**src/rtl/fnd_scan_ctrl.sv**
```systemverilog
// Time-multiplexed scanner for a 4-digit common-anode 7-segment display.
// Optional leading-zero suppression: define FND_LEADING_ZERO_BLANK_EN.
module fnd_scan_ctrl #(
  parameter int SCAN_DIV  = 100000,
  parameter int BLANK_CYC = 1000
) (
  input  logic        clk,
  input  logic        reset,
  input  logic        enable,
  input  logic [15:0] value,
  input  logic [3:0]  dp_in,
  output logic [3:0]  digit_nib,
  input  logic [6:0]  seg_d,
  output logic [6:0]  seg_n,
  output logic        dp_n,
  output logic [3:0]  an_n,
  output logic        frame_tick
);

  localparam int              CNT_W     = $clog2(SCAN_DIV);
  localparam logic [CNT_W-1:0] CNT_LAST  = CNT_W'(SCAN_DIV - 1);
  localparam logic [CNT_W-1:0] CNT_BLANK = CNT_W'(BLANK_CYC);

  logic [CNT_W-1:0] cnt;
  logic [1:0]       idx;
  logic [15:0]      shadow;
  logic [3:0]       dp_sh;

  logic slot_end;
  logic frame_start;
  logic guard;
  logic suppress;

  // NOTE: every signal gets a value on every path through always_comb, so no latch is inferred.
  always_comb begin
    slot_end    = (cnt == CNT_LAST);
    frame_start = (cnt == '0) && (idx == 2'd0);
    guard       = (cnt < CNT_BLANK);
    digit_nib   = shadow[{idx, 2'b00} +: 4];
    suppress    = 1'b0;
`ifdef FND_LEADING_ZERO_BLANK_EN
    // A digit goes dark only if it and every more-significant digit are zero with no dp.
    unique case (idx)
      2'd1:    suppress = (shadow[15:4]  == 12'h000) && !dp_sh[1];
      2'd2:    suppress = (shadow[15:8]  == 8'h00)   && !dp_sh[2];
      2'd3:    suppress = (shadow[15:12] == 4'h0)    && !dp_sh[3];
      default: suppress = 1'b0;
    endcase
`endif
  end

  // NOTE: sequential state uses non-blocking assignments so every register samples pre-edge values.
  always_ff @(posedge clk or posedge reset) begin
    if (reset) begin
      cnt        <= '0;
      idx        <= 2'd0;
      shadow     <= 16'h0000;
      dp_sh      <= 4'h0;
      an_n       <= 4'hF;
      seg_n      <= 7'h7F;
      dp_n       <= 1'b1;
      frame_tick <= 1'b0;
    end else if (!enable) begin
      cnt        <= '0;
      idx        <= 2'd0;
      an_n       <= 4'hF;
      seg_n      <= 7'h7F;
      dp_n       <= 1'b1;
      frame_tick <= 1'b0;
    end else begin
      cnt        <= slot_end ? '0 : cnt + 1'b1;
      idx        <= slot_end ? idx + 2'd1 : idx;
      frame_tick <= slot_end && (idx == 2'd3);

      // One snapshot per frame keeps all four digits consistent.
      if (frame_start) begin
        shadow <= value;
        dp_sh  <= dp_in;
      end

      // Guard interval also covers the snapshot cycle, so freshly loaded data is never shown early.
      if (guard || suppress) begin
        an_n  <= 4'hF;
        seg_n <= 7'h7F;
        dp_n  <= 1'b1;
      end else begin
        an_n  <= ~(4'b0001 << idx);
        seg_n <= ~seg_d;
        dp_n  <= ~dp_sh[idx];
      end
    end
  end

endmodule

```
**config.mk**
```make
export PLATFORM = sky130hd
export DESIGN_NAME = fnd_scan_ctrl
export DESIGN_NICKNAME = d
export VERILOG_FILES = /design/src/rtl/fnd_scan_ctrl.sv
export SDC_FILE = /design/constraint.sdc
export NUM_CORES = 1
export LEC_CHECK = 0
export CAP_MARGIN = 20
export CORE_AREA = 3 3 75 77
export DETAILED_ROUTE_END_ITERATION = 16
export DIE_AREA = 0 0 78 80
export PLACE_DENSITY = 0.78
export SYNTH_ARGS = -nofsm -noshare
export SYNTH_HDL_FRONTEND = slang
export SYNTH_SLANG_ARGS = --single-unit
```
**constraint.sdc**
```tcl
create_clock -name clk -period 2.3 [get_ports clk]
set_input_delay 0.345 -clock clk [delete_from_list [all_inputs] [get_ports clk]]
set_output_delay 0.345 -clock clk [all_outputs]
set_load 0.05 [all_outputs]
```
Word-level counts from Yosys, hierarchy flattened
Index checks and enable logic that the tools add are counted.
{"block": "word_totals", "register_bits": 52, "in_bits": 30, "output_inout_bits": 17, "elab_cells": 38}
{"block": "classes", "add_sub_neg": 2, "magnitude_cmp": 2, "eq_ne": 3, "shifts": 2, "mux": 13, "n_bitwise": 3, "n_reduce_logical": 5}
{"op": "17-bit 2-to-1 mux", "count": 2}
{"op": "17-bit by 1-bit adder with 17-bit output (second input constant)", "count": 1}
{"op": "17-bit equality test (second input constant)", "count": 1}
{"op": "17-bit logical NOT", "count": 1}
{"op": "17-bit by 10-bit < comparator with 1-bit output (second input constant)", "count": 1}
{"op": "16-bit by 5-bit variable part select with 4-bit output", "count": 1}
{"op": "7-bit 2-to-1 mux", "count": 2}
{"op": "4-bit 2-to-1 mux", "count": 2}
{"op": "7-bit inverter", "count": 1}
{"op": "1-bit 2-to-1 mux", "count": 4}
{"op": "2-bit 2-to-1 mux", "count": 2}
{"op": "4-bit inverter", "count": 1}
{"op": "1-bit by 2-bit left shift with 4-bit output (first input constant)", "count": 1}
{"op": "2-bit by 3-bit < comparator with 1-bit output (second input constant)", "count": 1}
{"op": "2-bit by 1-bit adder with 2-bit output (second input constant)", "count": 1}
{"op": "1-bit binary-select mux with 2-bit select", "count": 1}
{"op": "2-bit equality test (second input constant)", "count": 1}
{"op": "1-bit logical AND", "count": 2}
{"op": "2-bit logical NOT", "count": 1}
{"op": "2-bit by 1-bit != test with 1-bit output (second input constant)", "count": 1}
{"op": "2-bit AND reduction", "count": 1}
{"op": "1-bit inverter", "count": 1}

Logic depth before layout (Yosys ltp)
{"block": "logic_depth", "word_depth": 5, "mapped_depth": 7, "depth_no_buf": 6}

Worst setup path after synthesis
No wires, ideal clock.
{"block": "synth_path", "path_type": "flip-flop to flip-flop", "start": "register cnt[0]", "end": "register idx[1]", "setup_time_ps": 125, "arrival_time_ps": 1969, "required_time_ps": 2175, "path_slack_ps": 206, "path_stages_with_launch": 6, "n_path_buf": 0, "period_less_slack_ps": 2094, "cell_sequence": "dfrtp_1 ha_1 nand4_4 or4_4 o31ai_4 a2bb2o_1"}
{"block": "synth_via", "elab_chain_cells": 2}
{"element": "start, declared", "line_no": "24", "source": "logic [CNT_W-1:0] cnt;"}
{"element": "start signal, assigned", "line_no": "71", "source": "cnt <= slot_end ? '0 : cnt + 1'b1;"}
{"element": "17-bit equality test", "line_no": "36", "source": "slot_end = (cnt == CNT_LAST);"}
{"element": "2-bit by 1-bit != test with 1-bit output (no source line)"}
{"element": "end signal, assigned", "line_no": "72", "source": "idx <= slot_end ? idx + 2'd1 : idx;"}
{"element": "end, declared", "line_no": "25", "source": "logic [1:0] idx;"}
Every way passes these cells.
A chain may end at the register's enable or synchronous reset.

Final worst setup path
{"block": "layout_path", "start": "register cnt[13]", "end": "register shadow[11]"}
{"block": "layout_via", "elab_chain_cells": 3}
{"element": "17-bit logical NOT", "line_no": "37", "source": "frame_start = (cnt == '0) && (idx == 2'd0);"}
{"element": "1-bit logical AND", "line_no": "37"}
{"element": "2-bit AND reduction (no source line)"}
{"element": "end signal, assigned", "line_no": "77", "source": "shadow <= value;"}
{"element": "end, declared", "line_no": "26", "source": "logic [15:0] shadow;"}
Every way passes these cells.

==> results by group <==
Run status
  – Status: finished clean

Clock network
  – Clock Latency Late Sink: 0.30 ns
  – Post-CTS resize count: 0
  – CTS H-tree depth: 2
  – Post-CTS setup buffer count: 0
  – CTS tree: done
  – Clock sinks: 52
  – Clk pin slew, worst setup/hold paths: 0.10 ns
  – CTS buffer count: 5
  – Hold_buf cts: 0
  – Root Buffer: clkbuf_8
  – Longest Clk Path Bufs: 2

Place
  – Final HPWL DP: 3240 um
  – Placed insts: 309
  – Place WS: 0.113 ns
  – Port bufs: 46
  – RD Place Congestion: 0.767

Hold path
  – Hold Crit Class: input pin to asynchronous set/reset pin

Synth
  – Synth Flop Type: dfrtp_1
  – YS warnings: 0
  – Post-synth EDFFs: 0
  – Post-synthesis sequential area ratio: 55.7%
  – Synthesized cell area: 0.00236 mm2
  – FF+latch count, synth: 52
  – Mean post-synth cell area: 12.4 um2
  – Mapped Cells: 191
  – Post-Syn Nets: 227
  – Distinct cells, synth: 33
  – Async set or reset register ratio after synthesis: 100%

Route
  – # DRC: 0
  – Final wirelength: 4400 um
  – Drt wl/cell: 13.9 um
  – First drt pass iteration count: 5
  – Total number of vias: 1,608
  – Drt initial violations: 98
  – Vias/cell: 5.07
  – Routed Antenna Nets: 0

Timing
  – Layout Skew: 0.00940 ns
  – Slew Limit Fails: 0
  – Final Hold Fails: 0
  – Tcrit/Tclk final: 95.3%
  – Fmax: 456 MHz
  – Unrepaired setup endpoints after global routing: no
  – Final Setup Violations: 0
  – Setup slack after layout: 0.109 ns
  – Slew of the pin with the lowest slew margin: 0.630 ns
  – Max-Slew Margin vs Limit: 58.0%
  – Setup TNS: 0 ns
  – Crit path time final: 2.19 ns

Setup path
  – R2R cell count: 5
  – WP data arrival: 2.39 ns
  – CP max FO: 20
  – CP startpoint kind: flop
  – Worst path buffer plus inverter count: 1
  – Worst EP required: 2.49 ns
  – Crit path largest cell delay: 0.44 ns
  – Critical path class: flop to flop
  – FF-to-FF End: shadow[11]$_DFFE_PP0P_
  – CP cell instances: or3_1, or4_1, nor3_2, buf_12, mux2_2
  – R2R Path Start: cnt[13]$_DFF_PP0_
  – Reg2Reg Setup Slack: 0.11 ns
  – Crit path max-delay cell type: or4_1
  – Kind of cell adding the most delay to the critical path: simple AND/OR/NAND/NOR gates
  – Worst setup EP type: flop

Finish
  – Final core utilization: 59.8%
  – Non-Filler Instances: 317
  – Area Overhead vs Synth: 28.4%
  – Net total in the final layout: 282
  – Share of layout cells above drive strength 1: 25.5%
  – Leading cell types in the layout, fill and taps excluded: 42 x clkdlybuf4s50_1, 40 x dfrtp_1, 21 x nand2_1
  – Commonest non-fill, non-tap cell in the layout: clkdlybuf4s50_1
  – Diodes inserted: 0
  – FILL cells: 427

Floorplanning
  – Die width: 78 um
  – Die Y: 80 um
  – Die footprint: 0.00624 mm2
  – Initial Utilization: 46.6%
  – Num ports: 47
  – # rows: 26
  – Core area: 0.00507 mm2

GRT
  – GRT overflow: 0
  – GRT Util Overall: 15.0%
  – Largest net degree at the start of global routing: 53
  – Initial antenna violation count: 0
  – Global-route wire length before repair: 7380 um
  – Vias in the first global route: 1,613

Flow run
  – Max Cap Viol: 0

Pwr
  – Peak supply drop: 400 uV
  – Leakage: 1.23 nW
  – Pwr dens: 635 mW/mm2
[synthesized netlist by cell type (2+ instances only)]
cell / number / area (um2)
nand2_1: 21 / 78.8
inv_1: 8 / 30.0
mux4_2: 5 / 113
nor4_1: 5 / 31.3
nand4_1: 4 / 25.0
and2_1: 4 / 25.0
buf_4: 3 / 22.5
mux2_2: 20 / 225
ha_1: 6 / 75.1
clkbuf_1: 2 / 7.51
or3_1: 2 / 12.5
or4_1: 2 / 15.0
nor2_1: 18 / 67.6
dfrtp_1: 40 / 1000
xor2_1: 3 / 26.3
nand3_1: 5 / 25.0
xnor2_1: 11 / 96.3
nor3_1: 6 / 30.0
dfstp_2: 12 / 315
[power by group]
part	switching, W	internal [W]
combinational	0.000150	0.000185
sequential	0.0000475	0.00100
clock	0.000318	0.000222
[worst register-to-register path: stages, from the launching register on]
cell	delay (ns)
dfrtp_1	0.43
or3_1	0.38
or4_1	0.44
nor3_2	0.27
buf_12	0.20
mux2_2	0.35
[area by class of cell]
cell class	instances	area, um2	area share (%)
flip-flops and latches	52	1320	43.3
multi-input cells	124	978	32.2
repair buffers	55	531	17.5
well taps	70	87.6	2.88
clock buffers	5	68.8	2.27
inverters	8	30.0	0.989
clock inverters	3	25.0	0.824
[kinds of logic (layout without fill, tap and decap cells)]
group / after synthesis / in the layout / synth area share [%]
AO/OA/AOI/OAI: 7 / 7 / 3.07
XOR/XNOR: 14 / 14 / 5.19
adder cells (fa/ha/maj): 6 / 6 / 3.17
buffers and inverters: 15 / 71 / 2.96
flip-flops: 52 / 52 / 55.7
multiplexers: 25 / 25 / 14.3
AND/OR/NAND/NOR: 72 / 72 / 15.7
[registers in the layout, summed over array words and instances, names as in the netlist]
| register | flops |
|---|---|
| shadow | 16 |
| frame_tick | 1 |
| seg_n | 7 |
| dp_n | 1 |
| cnt | 17 |
| an_n | 4 |
| dp_sh | 4 |
| idx | 2 |
[per-layer routing]
metal,global-route usage [%],vias to the layer above,wire [um]
met5,0,-,0
li1,-,779,-
met4,5.59,0,59
met3,3.16,5,216
met2,25.1,52,2210
met1,19.3,772,1920
[worst max-delay path by stage]
| stage | cells after the start | endpoint | slack, ns | startpoint |
|---|---|---|---|---|
| 6_report | 5 | shadow[11]$_DFFE_PP0P_ | 0.11 | cnt[13]$_DFF_PP0_ |
| 5_1_grt | 6 | cnt[13]$_DFF_PP0_ | 0.02 | cnt[1]$_DFF_PP0_ |
| 4_1_cts | 5 | shadow[4]$_DFFE_PP0P_ | 0.1 | cnt[13]$_DFF_PP0_ |
| 3_5_place_dp | 5 | shadow[4]$_DFFE_PP0P_ | 0.11 | cnt[13]$_DFF_PP0_ |
| 3_3_place_gp | 5 | shadow[1]$_DFFE_PP0P_ | 0.16 | cnt[13]$_DFF_PP0_ |
| 2_1_floorplan | 5 | idx[1]$_DFFE_PP0P_ | 0.21 | cnt[0]$_DFF_PP0_ |
[stage by stage]
step / total power (W) / area (um2) / hold WS, ns
after detailed placement: 0.00141 / 2940 / 0.491
after floorplan: 0.00128 / 2360 / 0.384
after global routing: 0.00202 / 3040 / 0.519
final: 0.00193 / 3040 / 0.502
after CTS: 0.00195 / 3040 / 0.515
after global placement: 0.00140 / 2940 / 0.485
Power figures use the tool's default switching activity.
==> edit (same settings) <==
Build with the macro `FND_LEADING_ZERO_BLANK_EN` defined.
--- a/src/rtl/fnd_scan_ctrl.sv
+++ b/src/rtl/fnd_scan_ctrl.sv
@@ -1,5 +1,7 @@
 // Time-multiplexed scanner for a 4-digit common-anode 7-segment display.
 // Optional leading-zero suppression: define FND_LEADING_ZERO_BLANK_EN.
+`define FND_LEADING_ZERO_BLANK_EN
+
 module fnd_scan_ctrl #(
   parameter int SCAN_DIV  = 100000,
   parameter int BLANK_CYC = 1000
Check against the original RTL: same outputs for any inputs over 10 cycles, from zero or initial values and one cycle with reset high; that may be too few to reach the edited logic, so the function may still have changed.
==> edit against the original RTL <==
  * The run now ends with setup timing left
  * Critical path depth is the same
  * Setup slack lost 0.19 ns
  * Wire length grew 19%
  * Clock skew is essentially flat
  * Count of clock-buffer cells in the layout is the same
  * Sequential cell count is the same
  * Final area grew 6.8%
  * Hold slack lost 0.11 ns
  * Synthesized area grew 7.2%
  * Total power grew 3.8%
==> edit: results <==
group,metric,value,unit
status,status,"finished, violations left",
status,violations,"setup timing",
global_route,grt_pass1_vias,1777,
detailed_routing,route.vias.total,1721,
final_layout,buf_share,18.53,%
timing,fin_setup_tns,-1.235,ns
detailed_routing,routed-wl-met3,267,µm
placement,hpwl,3822,µm
final_layout,nets,294,
placement,place_ws,-0.05929,ns
global_route,grt.met3_usage,4.515,%
final_layout,nFlopsAndLatches,52,
synthesis,synth_cell_type_count,36,
placement,dpl.cell_count,320,
global_route,track_usage,18.41,%
global_route,use_met2,30.74,%
final_layout,seq_area_share,40.60,%
timing,finalHoldWorstSlack,0.3946,ns
pwr,switching_share,26.99,%
synthesis,yosysTopAreaCellShare,39.47,%
timing,setup_viol,20,
synthesis,syn_area_per_cell,12.68,µm²
placement,placed_area,3154,µm²
critical_path,crit_end,"shadow[1]",
detailed_routing,firstDrtPassIters,4,
timing,postLayoutSetupSlackWorst,-0.07680,ns
pwr,leakagePower,1.347,nW
synthesis,ys_top_cells_by_area,"dfrtp_1, dfstp_2, mux2_4",
detailed_routing,m1WireLength,2274,µm
placement,place_congestion,0.8174,
final_layout,fillers,408,
detailed_routing,drtIter0Drc,75,
pwr,p_seq_share,54.1,%
[edit: changes by cell type in the layout (fill, tap and decap cells not counted), sizes merged, moves of 3 or more]
cell	unedited run	this run
buf	13	19
inv	10	6
nor3	7	3
xor2	3	6
nor2b	0	3
nand2	21	7
and2	4	1
nand3	5	19
[edit: power by group through the flow]
stage	combinational, mW	clock, mW	sequential, mW
2_1_floorplan	0.299	0	1.07
3_3_place_gp	0.400	0	1.09
3_5_place_dp	0.414	0	1.10
4_1_cts	0.416	0.521	1.08
5_1_grt	0.436	0.560	1.09
6_report	0.411	0.506	1.08
[edit: kinds of logic (layout without fill, tap and decap cells)]
group	Yosys count	after routing	share of synthesized area [%]
buffers and inverters	17	75	3.650
and+or+nand+nor	78	78	17.66
DFF	52	52	51.90
adders and majority gates	7	7	3.453
muxes	26	26	16.68
AOI/OAI and AO/OA	5	5	1.480
xor gates and xnor gates	15	15	5.180
[edit: worst min-delay path, cell delays in order]
cell and delay, ns:
clkdlybuf4s50_1 0.41, inv_2 0.07, buf_12 0.26
